### src/rtl/a2d_spi_pkg.sv
// Shared types and frame geometry for the A2D SPI responder.
package a2d_spi_pkg;

  typedef enum logic [1:0] {
    IDLE    = 2'd0,
    LOAD    = 2'd1,
    SHIFT   = 2'd2,
    WAIT_HI = 2'd3
  } state_t;

  localparam int FRAME_BITS = 16;
  localparam int CH_MSB     = 13;
  localparam int CH_LSB     = 11;
  localparam int DATA_W     = 12;
  localparam int CNT_W      = $clog2(FRAME_BITS + 1);

endpackage

### src/rtl/a2d_spi_resp_if.sv
// SPI pins between the A2D initiator (master) and this responder (slave).
interface a2d_spi_resp_if;
  logic SS_n;
  logic SCLK;
  logic MOSI;
  logic MISO;

  modport master (output SS_n, output SCLK, output MOSI, input MISO);
  modport slave  (input SS_n, input SCLK, input MOSI, output MISO);
endinterface

### src/rtl/spi_sync_edge.sv
// Three-flop synchronizer for one asynchronous SPI pin with rise/fall pulses
// taken between flops 2 and 3.
module spi_sync_edge #(
  parameter logic RST_VAL = 1'b1
) (
  input  logic clk,
  input  logic rst,
  input  logic din,
  output logic rise,
  output logic fall
);

  logic [2:0] sync_q;

  always_ff @(posedge clk) begin
    if (rst) sync_q <= {3{RST_VAL}};
    else     sync_q <= {sync_q[1:0], din};
  end

  assign rise = sync_q[1] & ~sync_q[2];
  assign fall = ~sync_q[1] & sync_q[2];

endmodule

### src/rtl/a2d_spi_resp.sv
// SPI responder for the A2D: decodes the channel command and shifts back the
// sample captured at the start of each frame.
//
// state   | meaning
// IDLE    | SS_n high, waiting for a frame to start
// LOAD    | one clk: capture smpl into tx_shft, clear counters
// SHIFT   | frame active, shifting on synchronized SCLK edges
// WAIT_HI | after reset, waiting for SS_n to be seen high before decoding
module a2d_spi_resp
  import a2d_spi_pkg::*;
(
  input  logic                     clk,
  input  logic                     rst,
  a2d_spi_resp_if.slave            spi,
  input  logic [DATA_W-1:0]        smpl,
  output logic [CH_MSB-CH_LSB:0]   chnl,
  output logic                     ch_req,
  output logic                     frm_err
);

  localparam logic [CNT_W-1:0] FULL = CNT_W'(FRAME_BITS);

  state_t                  state, state_nxt;
  logic                    ss_rise, ss_fall, sclk_rise, sclk_fall;
  logic [1:0]              mosi_sync;
  logic                    ss_high;
  logic [1:0]              wait_cnt;
  logic [FRAME_BITS-1:0]   tx_shft, rx_shft;
  logic [CNT_W-1:0]        bit_cnt;
  logic                    miso;

  spi_sync_edge #(.RST_VAL(1'b1)) u_ss_sync (
    .clk(clk), .rst(rst), .din(spi.SS_n), .rise(ss_rise), .fall(ss_fall)
  );

  spi_sync_edge #(.RST_VAL(1'b1)) u_sclk_sync (
    .clk(clk), .rst(rst), .din(spi.SCLK), .rise(sclk_rise), .fall(sclk_fall)
  );

  always_ff @(posedge clk) begin
    if (rst) state <= WAIT_HI;
    else     state <= state_nxt;
  end

  // The synchronizer comes out of reset reading "high", so WAIT_HI needs a few
  // genuine high samples before trusting it; a frame live at release is skipped.
  always_comb begin
    state_nxt = state;
    case (state)
      WAIT_HI: if (ss_high && !ss_fall && wait_cnt == 2'd0) state_nxt = IDLE;
      IDLE:    if (ss_fall) state_nxt = LOAD;
      LOAD:    state_nxt = SHIFT;
      SHIFT:   if (ss_rise) state_nxt = IDLE;
      default: state_nxt = WAIT_HI;
    endcase
  end

  always_comb begin
    miso = 1'b0;
    if ((state == LOAD || state == SHIFT) && bit_cnt != FULL) miso = tx_shft[FRAME_BITS-1];
  end

  assign spi.MISO = miso;

  always_ff @(posedge clk) begin
    if (rst) begin
      mosi_sync <= 2'b00;
      ss_high   <= 1'b1;
      wait_cnt  <= 2'd3;
      tx_shft   <= '0;
      rx_shft   <= '0;
      bit_cnt   <= '0;
      chnl      <= '0;
      ch_req    <= 1'b0;
      frm_err   <= 1'b0;
    end else begin
      mosi_sync <= {mosi_sync[0], spi.MOSI};
      ch_req    <= 1'b0;
      frm_err   <= 1'b0;
      if (ss_rise)      ss_high <= 1'b1;
      else if (ss_fall) ss_high <= 1'b0;

      if (state == WAIT_HI) begin
        if (ss_fall)                        wait_cnt <= 2'd3;
        else if (ss_high && wait_cnt != 0)  wait_cnt <= wait_cnt - 2'd1;
      end

      case (state)
        LOAD: begin
          tx_shft <= {{(FRAME_BITS-DATA_W){1'b0}}, smpl};
          rx_shft <= '0;
          bit_cnt <= '0;
        end
        SHIFT: begin
          // An SS_n rise takes priority over any SCLK edge in the same clk.
          if (ss_rise) begin
            if (bit_cnt == FULL) begin
              chnl   <= rx_shft[CH_MSB:CH_LSB];
              ch_req <= 1'b1;
            end else begin
              frm_err <= 1'b1;
            end
          end else if (bit_cnt != FULL) begin
            if (sclk_rise) begin
              rx_shft <= {rx_shft[FRAME_BITS-2:0], mosi_sync[1]};
              bit_cnt <= bit_cnt + 1'b1;
            end else if (sclk_fall) begin
              tx_shft <= {tx_shft[FRAME_BITS-2:0], 1'b0};
            end
          end
        end
        default: ;
      endcase
    end
  end

endmodule

### src/flat_wrapper.sv
// flat-port wrapper written by rule: the top's interface ports become plain ports
module a2d_spi_resp_flat import a2d_spi_pkg::*;
  (clk, rst, smpl, chnl, ch_req, frm_err, spi_SS_n, spi_SCLK, spi_MOSI, spi_MISO);
  a2d_spi_resp_if spi_i ();
  input  logic clk;
  input  logic rst;
  input  logic [DATA_W-1:0] smpl;
  output logic [CH_MSB-CH_LSB:0] chnl;
  output logic ch_req;
  output logic frm_err;
  input wire logic [$bits(spi_i.SS_n)-1:0] spi_SS_n;
  input wire logic [$bits(spi_i.SCLK)-1:0] spi_SCLK;
  input wire logic [$bits(spi_i.MOSI)-1:0] spi_MOSI;
  output wire logic [$bits(spi_i.MISO)-1:0] spi_MISO;
  assign spi_i.SS_n = spi_SS_n;
  assign spi_i.SCLK = spi_SCLK;
  assign spi_i.MOSI = spi_MOSI;
  assign spi_MISO = spi_i.MISO;
  a2d_spi_resp u_core (.clk(clk), .rst(rst), .spi(spi_i), .smpl(smpl), .chnl(chnl), .ch_req(ch_req), .frm_err(frm_err));
endmodule
### config.mk
export PLATFORM = sky130hd
export DESIGN_NAME = a2d_spi_resp_flat
export DESIGN_NICKNAME = d
export VERILOG_FILES = /design/src/rtl/a2d_spi_pkg.sv /design/src/rtl/a2d_spi_resp_if.sv /design/src/rtl/spi_sync_edge.sv /design/src/rtl/a2d_spi_resp.sv /design/src/flat_wrapper.sv
export SDC_FILE = /design/constraint.sdc
export NUM_CORES = 1
export LEC_CHECK = 0
export BUFFER_PORTS_ARGS = -buffer_cell sky130_fd_sc_hd__buf_2
export CAP_MARGIN = 20
export CORE_MARGIN = 2
export CORE_UTILIZATION = 35
export CTS_CLUSTER_DIAMETER = 150
export CTS_CLUSTER_SIZE = 40
export DETAILED_ROUTE_END_ITERATION = 12
export PLACE_DENSITY = 0.6
export SKIP_CTS_REPAIR_TIMING = 1
export SLEW_MARGIN = 40
export SYNTH_ARGS = -nofsm -noshare
export SYNTH_HDL_FRONTEND = slang
export SYNTH_HIERARCHICAL = 1
export SYNTH_SLANG_ARGS = --single-unit
### constraint.sdc
create_clock -name clk -period 5.1 [get_ports clk]
set_input_delay 0.51 -clock clk [delete_from_list [all_inputs] [get_ports clk]]
set_output_delay 0.51 -clock clk [all_outputs]
set_load 0.01 [all_outputs]
Yosys cells after proc, flatten, opt, wreduce, memory -nomap -nowiden
Cells that the tools add are included.
- bits in registers: 53
- bits in writable memories: 0
- logic and storage cells: 77
- output and inout bits: 6
- latch bits: 0
- input bits: 17
- memories: 0
- bits in read-only memories: 0
- shifts and indexed selects: 0
- $lt $le $gt $ge: 0
- equality and inequality tests: 13
- reduce and logical (&&, ||, !) cells: 18
- multiplexer cells: 22
- $add $sub $neg: 2
- divide/modulo/power cells: 0
- $mul: 0
- bitwise logic cells: 10
- operator list (operator ; count):
    $mux 16 ; 4
    $mux 14 ; 3
    $pmux 16 s2 ; 1
    $pmux 14 s2 ; 1
    $mux 5 ; 3
    $mux 2 ; 5
    $ne 2x1->1 const B ; 5
    $pmux 5 s2 ; 1
    $pmux 2 s4 ; 1
    $ne 2x2->1 const B ; 3
    $not 1->1 ; 6
    $reduce_and 3->1 ; 2
    $reduce_bool 2->1 ; 3
    $add 5x1->5 const B ; 1
    $eq 5x5->1 const B ; 1
    $ne 5x5->1 const B ; 1
    $reduce_and 5->1 ; 1
    $and 1x1->1 ; 4
    $eq 2x2->1 const B ; 2
    $logic_and 1x1->1 ; 4
    $logic_not 2->1 ; 2
    $reduce_and 4->1 ; 1
    $mux 1 ; 3
    $reduce_or 3->1 ; 1
    other kinds (6) ; 6

Longest topological paths before layout
Gate-level depths: netlist (run 1).
- depth in word-level cells: 7
- mapped depth: 9
- depth with buffers taken out: 6

Modules after synthesis
The synthesis (run 1) kept the hierarchy.
- modules (own cells, without submodules) (module ; cells each ; instances ; area an instance (um^2) ; sequential area each (um^2)):
    a2d_spi_resp ; 217 ; 1 ; 2092.0 ; 940.9
    spi_sync_edge ; 8 ; 2 ; 92.6 ; 60.1

Worst setup path before layout (run 1)
OpenSTA, ideal clock, no wires.
- kind: register to register
- start: reg u_core.state[0]
- end: reg u_core.tx_shft[2]
- required time: 4.959 ns
- path slack: 3.135 ns
- setup time: 0.141 ns
- clock period less this slack: 1.965 ns
- path buffers: 2
- cell stages (with the launch flop): 8
- arrival: 1.823 ns
- path through: dfxtp_1 -> inv_1 -> ha_1 -> buf_4 -> or3b_4 -> a221oi_4 -> buf_4 -> a211oi_1
- word-level cells in the longest chain between the ends: 3
- elaborated cells on any way between the ends: 9
- those cells by class: eq/ne (6); mux (1); reduce/logical (2)
- ends and longest elaborated chain (element ; line ; RTL):
    start: declaration ; a2d_spi_resp.sv:23 ; state_t state, state_nxt;
    start signal: assignment ; a2d_spi_resp.sv:42 ; else state <= state_nxt;
    $eq 2x2->1 or $eq 2x1->1 (tied branches) ; a2d_spi_resp.sv:88 ; case (state)
    $ne 2x2->1 (no line), or another cell as far along ; - ;
    $reduce_and 5->1 (no line) ; - ;
    end signal: assignment ; a2d_spi_resp.sv:90 ; tx_shft <= {{(FRAME_BITS-DATA_W){1'b0}}, smpl};
    end signal: assignment ; a2d_spi_resp.sv:108 ; tx_shft <= {tx_shft[FRAME_BITS-2:0], 1'b0};
    end: declaration ; a2d_spi_resp.sv:28 ; logic [FRAME_BITS-1:0] tx_shft, rx_shft;
Several ways; a longest one is shown, not always the timed one.
A chain may end at the register's enable or synchronous reset.

Final worst setup path (run 1)
- start: reg u_core.state[0]
- end: reg u_core.bit_cnt[3]
- word-level cells in the longest chain between the ends: 3
- elaborated cells on any way between the ends: 8
- those cells by class: eq/ne (5); mux (1); reduce/logical (2)
- ends and longest elaborated chain (element ; line ; RTL):
    $eq 2x2->1 or $eq 2x1->1 (tied branches) ; a2d_spi_resp.sv:88 ;
    $ne 2x2->1 (no line), or another cell as far along ; - ;
    $reduce_and 4->1 (no line) ; - ;
    end signal: assignment ; a2d_spi_resp.sv:106 ; bit_cnt <= bit_cnt + 1'b1;
    end: declaration ; a2d_spi_resp.sv:29 ; logic [CNT_W-1:0] bit_cnt;
Several ways; a longest one is shown, not always the timed one.

==> impl_metrics.yaml, run 1 <==
status:
  status: "finished, final reports clean"
worst_setup_path:
  max_stage_delay_ns: 0.56
  path_max_fanout: 21
  timing.rr.end: "u_core/bit_cnt[3]"
  path_cells: "inv_1 -> ha_2 -> nand3b_1 -> a22o_1 -> or4_1 -> a21oi_1"
  worstSetupStartpointType: "register"
  endpoint: "u_core/bit_cnt[3]"
  cp-startpoint: "u_core/state[0]"
  r2r_cells: 6
  slowest_stage: "or4_1"
  timing.rr.start: "u_core/state[0]"
  crit_required_ns: 5.33
  worst-r2r-setup-slack_ns: 2.58
  path_class: "register to register"
  arrival_ns: 2.74
  end_kind: "register"
logic_synthesis:
  async_flop_share_pct: 0
  seq_area_frac_synth_pct: 46.6
  yosys.area.top_type: "dfxtp_1"
  synth_edf_count: 0
  ys.flop_type: "dfxtp_1"
  yosys-top-cells-count: "53 x dfxtp_1, 34 x nor2_1, 15 x a22oi_1, 15 x mux2i_1"
  post-synth-top-count-cell: "dfxtp_1"
  synthTopCellsByArea: "dfxtp_1 47%, mux2i_1 6.6%, nor2_1 5.6%, ha_1 5.5%, a211oi_2 4.9%"
  netlist_instances: 233
  postSynthAreaPerCell_sq_um: 9.77
  ys_ff_latch: 53
  yosysWarningCount: 6
  syn_nets: 260
  synth_top_cell_area_share_pct: 46.6
  synth_cell_types: 34
  synth_area_sq_mm: 0.00228
job:
  maxCapViolCount: 0
finish:
  syn2layout_area_growth_pct: 12.5
  fin_util_pct: 40.6
  final_nets: 278
  drive_gt1_share_pct: 18.3
  fillers: 614
  diodes: 0
floorplan:
  num_rows: 29
  die_w_um: 84.7
  start_util_pct: 36.1
  ioPinCount: 23
  core-area_sq_mm: 0.00631
  die_area_sq_mm: 0.00717
  die_h_um: 84.7
drt:
  routedWlPerCell_um: 11.5
  viasPerCell: 4.86
  drtIter0Drc: 87
  drc: 0
  firstDrtPassIters: 4
  wirelength_mm: 3.78
  postRouteAntennaNets: 0
  routed-via-count: 1598
timing:
  maxSlewViolCount: 0
  slew_headroom_pct: 54.4
  fmax_ghz: 0.397
  period_share_pct: 49.3
  setup_viol: 0
  worst_pin_slew_ns: 0.678
  hold_viol: 0
  tns_ns: 0
  grt_setup_unrepaired: "no"
  fin_worst_skew_ns: 0.00643
  fin_crit_ns: 2.52
global_routing:
  overflow: 0
  grt_pass1_wl_mm: 6.73
  grt_max_degree: 54
  grt_pass1_vias: 1554
  antenna_found_initial: 0
  grt_usage_pct: 11.3
clock_network:
  h-tree-depth: 2
  cts_tree: "done"
  cts.sinks: 53
  clock_latency_ns: 0.30
  cts_buffers: 5
  clockBufferDepth: 2
  cts-root-buf: "clkbuf_8"
  clk_pin_slew_ns: 0.09
placed_design:
  place_hpwl_mm: 2.47
  io_buffers: 22
  place.gp.congestion: 0.721
worst_hold_path:
  hp-class: "input port to register"
power:
  p_per_area_mw_per_mm2: 476
  vdd_ir_drop_max_mv: 0.310
  power.leakage_nw: 1.01
## worst min path at each step
stage / from / end / slack [ns] / cells after the start
6_report: spi_SS_n / u_core/u_ss_sync/sync_q[0] / 0.39 / 2
5_1_grt: spi_SCLK / u_core/u_sclk_sync/sync_q[0] / 0.38 / 2
4_1_cts: spi_SS_n / u_core/u_ss_sync/sync_q[0] / 0.37 / 2
3_5_place_dp: u_core/u_sclk_sync/sync_q[0] / u_core/u_sclk_sync/sync_q[1] / 0.39 / 1
3_3_place_gp: u_core/u_ss_sync/sync_q[0] / u_core/u_ss_sync/sync_q[1] / 0.39 / 1
2_1_floorplan: u_core/u_sclk_sync/sync_q[0] / u_core/u_sclk_sync/sync_q[1] / 0.39 / 1
## final cells by class
cell class / count / area (sq um) / share of cell area (%)
multi-input cells: 156 / 1120 / 43.8
flip-flops and latches: 53 / 1060 / 41.4
repair buffers: 25 / 143 / 5.57
clock buffers: 7 / 96.3 / 3.76
well taps: 77 / 96.3 / 3.76
inverters: 10 / 37.5 / 1.47
clock inverters: 1 / 5.00 / 0.195
## metal layers
metal  global-route usage, %  wire length [um]  vias up
met4                    4.33                37        0
met2                    18.5              1730       29
li1                        -                 -      844
met5                       0                 0        -
met1                    14.5              1890      723
met3                    2.75               118        2
## state kept, by name, summed over array words and instances, names as in the netlist, 2 cells and up
| register | count |
|---|---|
| u_core/chnl | 3 |
| u_core/state | 2 |
| u_core/u_sclk_sync/sync_q | 3 |
| u_core/wait_cnt | 2 |
| u_core/u_ss_sync/sync_q | 3 |
| u_core/mosi_sync | 2 |
| u_core/tx_shft | 16 |
| u_core/bit_cnt | 5 |
| u_core/rx_shft | 14 |
## stage by stage
stage	area (sq um)	setup slack (ns)	hold slack [ns]	power, mW	instances
finish	2560	2.58	0.385	1.22	329
global route	2560	2.38	0.378	1.32	329
CTS	2560	2.23	0.373	1.24	329
detailed placement	2460	2.24	0.391	0.983	321
global placement	2420	2.42	0.389	0.949	319
floorplan	2280	3.14	0.385	0.906	233
## kinds of logic after synthesis
group,after synthesis,synth area share [%]
flip-flops,53,46.6
AO/OA/AOI/OAI,49,17.9
AND/OR/NAND/NOR,82,18.6
buffers and inverters,24,4.84
adder cells (fa/ha/maj),10,5.49
multiplexers,15,6.59
## placed cells by master (no fill, tap or decap), types with 2 or more instances in the layout
cell type  synthesis  final
a211o_1            3      3
a211oi_1           4      4
a211oi_2           9      8
a21oi_1            9      9
a22oi_1           15     15
and2_1             3      3
and2b_1            2      2
buf_2              4     21
buf_4              2      2
buf_6              1      2
clkbuf_8           0      7
dfxtp_1           53     53
ha_1              10      9
inv_1             10     10
mux2i_1           15     15
nand2_1            8      8
nand2b_1           8      8
nand3_1            5      5
nand3b_1           2      2
nor2_1            34     34
nor2b_1            6      6
nor4_1             2      2
o21ai_0            4      4
or2_1              6      6
or4_1              2      2
## report_power, final
group | internal, mW | switching, mW | total (mW)
registers | 0.482 | 0.0356 | 0.518
logic | 0.196 | 0.254 | 0.450
clock network | 0.123 | 0.128 | 0.251
total | 0.801 | 0.419 | 1.22
## critical path: cells and delay by family, from the launching register on
| family | cells | cell delay, ns |
|---|---|---|
| compound gates | 2 | 0.65 |
| fa+ha+maj | 1 | 0.50 |
| buf+inv | 1 | 0.15 |
| flops | 1 | 0.35 |
| simple gates | 2 | 0.80 |
Power figures use the tool's default switching activity.
==> inputs of run 2 (changes only) <==
--- a/config.mk
+++ b/config.mk
@@ -12,7 +12,7 @@
 export CTS_CLUSTER_DIAMETER = 150
 export CTS_CLUSTER_SIZE = 40
 export DETAILED_ROUTE_END_ITERATION = 12
-export PLACE_DENSITY = 0.6
+export PLACE_DENSITY = 0.62
 export SKIP_CTS_REPAIR_TIMING = 1
 export SLEW_MARGIN = 40
 export SYNTH_ARGS = -nofsm -noshare
==> constraint.sdc (replaced) <==
create_clock -name clk -period 2.2 [get_ports clk]
set_input_delay 0.22 -clock clk [delete_from_list [all_inputs] [get_ports clk]]
set_output_delay 0.22 -clock clk [all_outputs]
set_load 0.01 [all_outputs]
==> run 2 against run 1 <==
Routed wire length is 4.6% higher. Cell count is 1.8% higher. Largest cell class unchanged. Sequential share of layout area decreased by 0.81 points. Global-route usage up 0.54 points. Clock skew up 0.0034 ns. Design area grew 2.0%. Clock power grew to 2.6 times the previous value. Register-to-register slack lost 2.3 ns.
==> impl_metrics.yaml, run 2 (synthesis gave the netlist of run 1 again) <==
timing:
  worst_pin_slew_ns: 0.707
  fmax_ghz: 0.517
  fin_crit_ns: 1.93
  hold_viol: 0
  fin_worst_skew_ns: 0.00987
  tns_ns: 0
  maxSlewViolCount: 0
  setup_viol: 0
  period_share_pct: 87.9
  grt_setup_unrepaired: "no"
  slew_headroom_pct: 52.9
worst_setup_path:
  r2r_cells: 7
  worst-r2r-setup-slack_ns: 0.27
  max_stage_delay_ns: 0.40
  end_kind: "register"
  path_max_fanout: 28
  crit_required_ns: 2.43
  path_cells: "inv_1 -> ha_1 -> or3b_4 -> a221oi_4 -> buf_12 -> nor2_1 -> a211oi_2"
  slowest_stage: "or3b_4"
  worstSetupStartpointType: "register"
  arrival_ns: 2.16
  timing.rr.start: "u_core/state[0]"
  timing.rr.end: "u_core/tx_shft[6]"
  path_class: "register to register"
global_routing:
  grt_max_degree: 39
  grt_usage_pct: 11.9
  antenna_found_initial: 0
  overflow: 0
  grt_pass1_wl_mm: 6.93
  grt_pass1_vias: 1605
finish:
  final_cell_count_no_fill: 335
  final_nets: 284
  top_register: "u_core/tx_shft"
  diodes: 0
  final_cell_mix: "53 x dfxtp_1, 34 x nor2_1, 22 x buf_2"
  largest_register_ffs: 16
  drive_gt1_share_pct: 19.8
  syn2layout_area_growth_pct: 14.7
  final_common_cell: "dfxtp_1"
  reg.largest.list: "u_core/tx_shft (16), u_core/rx_shft (14), u_core/bit_cnt (5)"
placed_design:
  io_buffers: 22
  placed_cells: 327
  place_hpwl_mm: 2.71
  place.gp.congestion: 0.727
drt:
  postRouteAntennaNets: 0
  routed-via-count: 1679
  drc: 0
  wirelength_mm: 3.95
  firstDrtPassIters: 4
  drtIter0Drc: 131
  viasPerCell: 5.01
  routedWlPerCell_um: 11.8
floorplan:
  core-area_sq_mm: 0.00631
  ioPinCount: 23
  die_h_um: 84.7
  die_w_um: 84.7
  die_area_sq_mm: 0.00717
  start_util_pct: 36.1
  num_rows: 29
power:
  p_seq_share_pct: 40.7
  p_clk_share_pct: 22.4
  switching_share_pct: 34.1
  power.leakage_nw: 1.05
  vdd_ir_drop_max_mv: 0.519
  intPower_mw: 1.95
  p_comb_share_pct: 37.0
  p_per_area_mw_per_mm2: 1130
  power.switching_mw: 1.01
status:
  status: "finished, final reports clean"
clock_network:
  cts.sinks: 53
  cts_buffers: 5
  h-tree-depth: 2
  clockBufferDepth: 2
  cts_tree: "done"
  clock_latency_ns: 0.31
  clk_pin_slew_ns: 0.09
  cts-root-buf: "clkbuf_8"
worst_hold_path:
  hp-class: "input port to register"
  hold_end: "u_core/u_ss_sync/sync_q[0]"
  holdCritStartpoint: "spi_SS_n"
  whs_path_depth: 2
job:
  maxCapViolCount: 0
## run 2: cell count changes in the layout (fill, tap and decap cells not counted), sizes merged
cell	change
buf	+6
clkbuf	-2
bufinv	+1
clkinvlp	+1
## run 2: cell type report
type / instances / area (sq um)
clock buffers: 5 / 68.8
well taps: 77 / 96.3
repair buffers: 31 / 190
multi-input cells: 156 / 1110
flip-flops and latches: 53 / 1060
inverters: 10 / 37.5
fillers: 644 / 3700
clock inverters: 3 / 46.3
## run 2: routing by layer
layer / global-route usage (%) / vias up / part of all wire (%) / routed length (um)
li1: - / 857 / - / -
met1: 13.9 / 783 / 47 / 1860
met2: 19.8 / 32 / 46 / 1820
met3: 3.64 / 7 / 4.1 / 163
met4: 5.77 / 0 / 2.7 / 105
met5: 0 / - / 0 / 0
## run 2: stage by stage
| stage | util [%] | setup WS, ns | power, mW | hold WS [ns] | instance area (sq um) |
|---|---|---|---|---|---|
| after floorplan | - | 0.235 | 2.10 | 0.317 | 2280 |
| after global placement | 39.6 | 0.346 | 2.30 | 0.387 | 2500 |
| after global routing | 41.4 | 0.0956 | 3.18 | 0.0815 | 2610 |
| final | 41.4 | 0.266 | 2.96 | 0.0791 | 2610 |
| after CTS | 41.4 | 0.259 | 3.01 | 0.0681 | 2610 |
| after detailed placement | 39.6 | 0.276 | 2.34 | 0.401 | 2500 |
## run 2: power groups by stage
| stage | logic, mW | clock network (mW) | registers, mW |
|---|---|---|---|
| after floorplan | 0.893 | 0 | 1.21 |
| after global placement | 1.07 | 0 | 1.22 |
| after detailed placement | 1.11 | 0 | 1.23 |
| after CTS | 1.11 | 0.688 | 1.21 |
| after global routing | 1.23 | 0.721 | 1.23 |
| final | 1.09 | 0.662 | 1.20 |
## run 2: how the worst max path moves through the flow
stage | from | to | slack (ns) | depth (start not counted)
floorplan | u_core/state[0] | u_core/tx_shft[2] | 0.24 | 7
detailed placement | u_core/state[0] | u_core/tx_shft[6] | 0.28 | 7
CTS | u_core/state[0] | u_core/tx_shft[6] | 0.26 | 7
global placement | u_core/state[0] | u_core/tx_shft[3] | 0.35 | 7
global route | u_core/state[0] | u_core/bit_cnt[2] | 0.1 | 7
finish | u_core/state[0] | u_core/tx_shft[6] | 0.27 | 7
## run 2: critical path: cells and delay by family, from the launching register on
family | cells | cell delay (ns)
DFF | 1 | 0.35
AOI/OAI and AO/OA | 2 | 0.49
adders and majority gates | 1 | 0.18
buffers and inverters | 2 | 0.36
and+or+nand+nor | 2 | 0.47
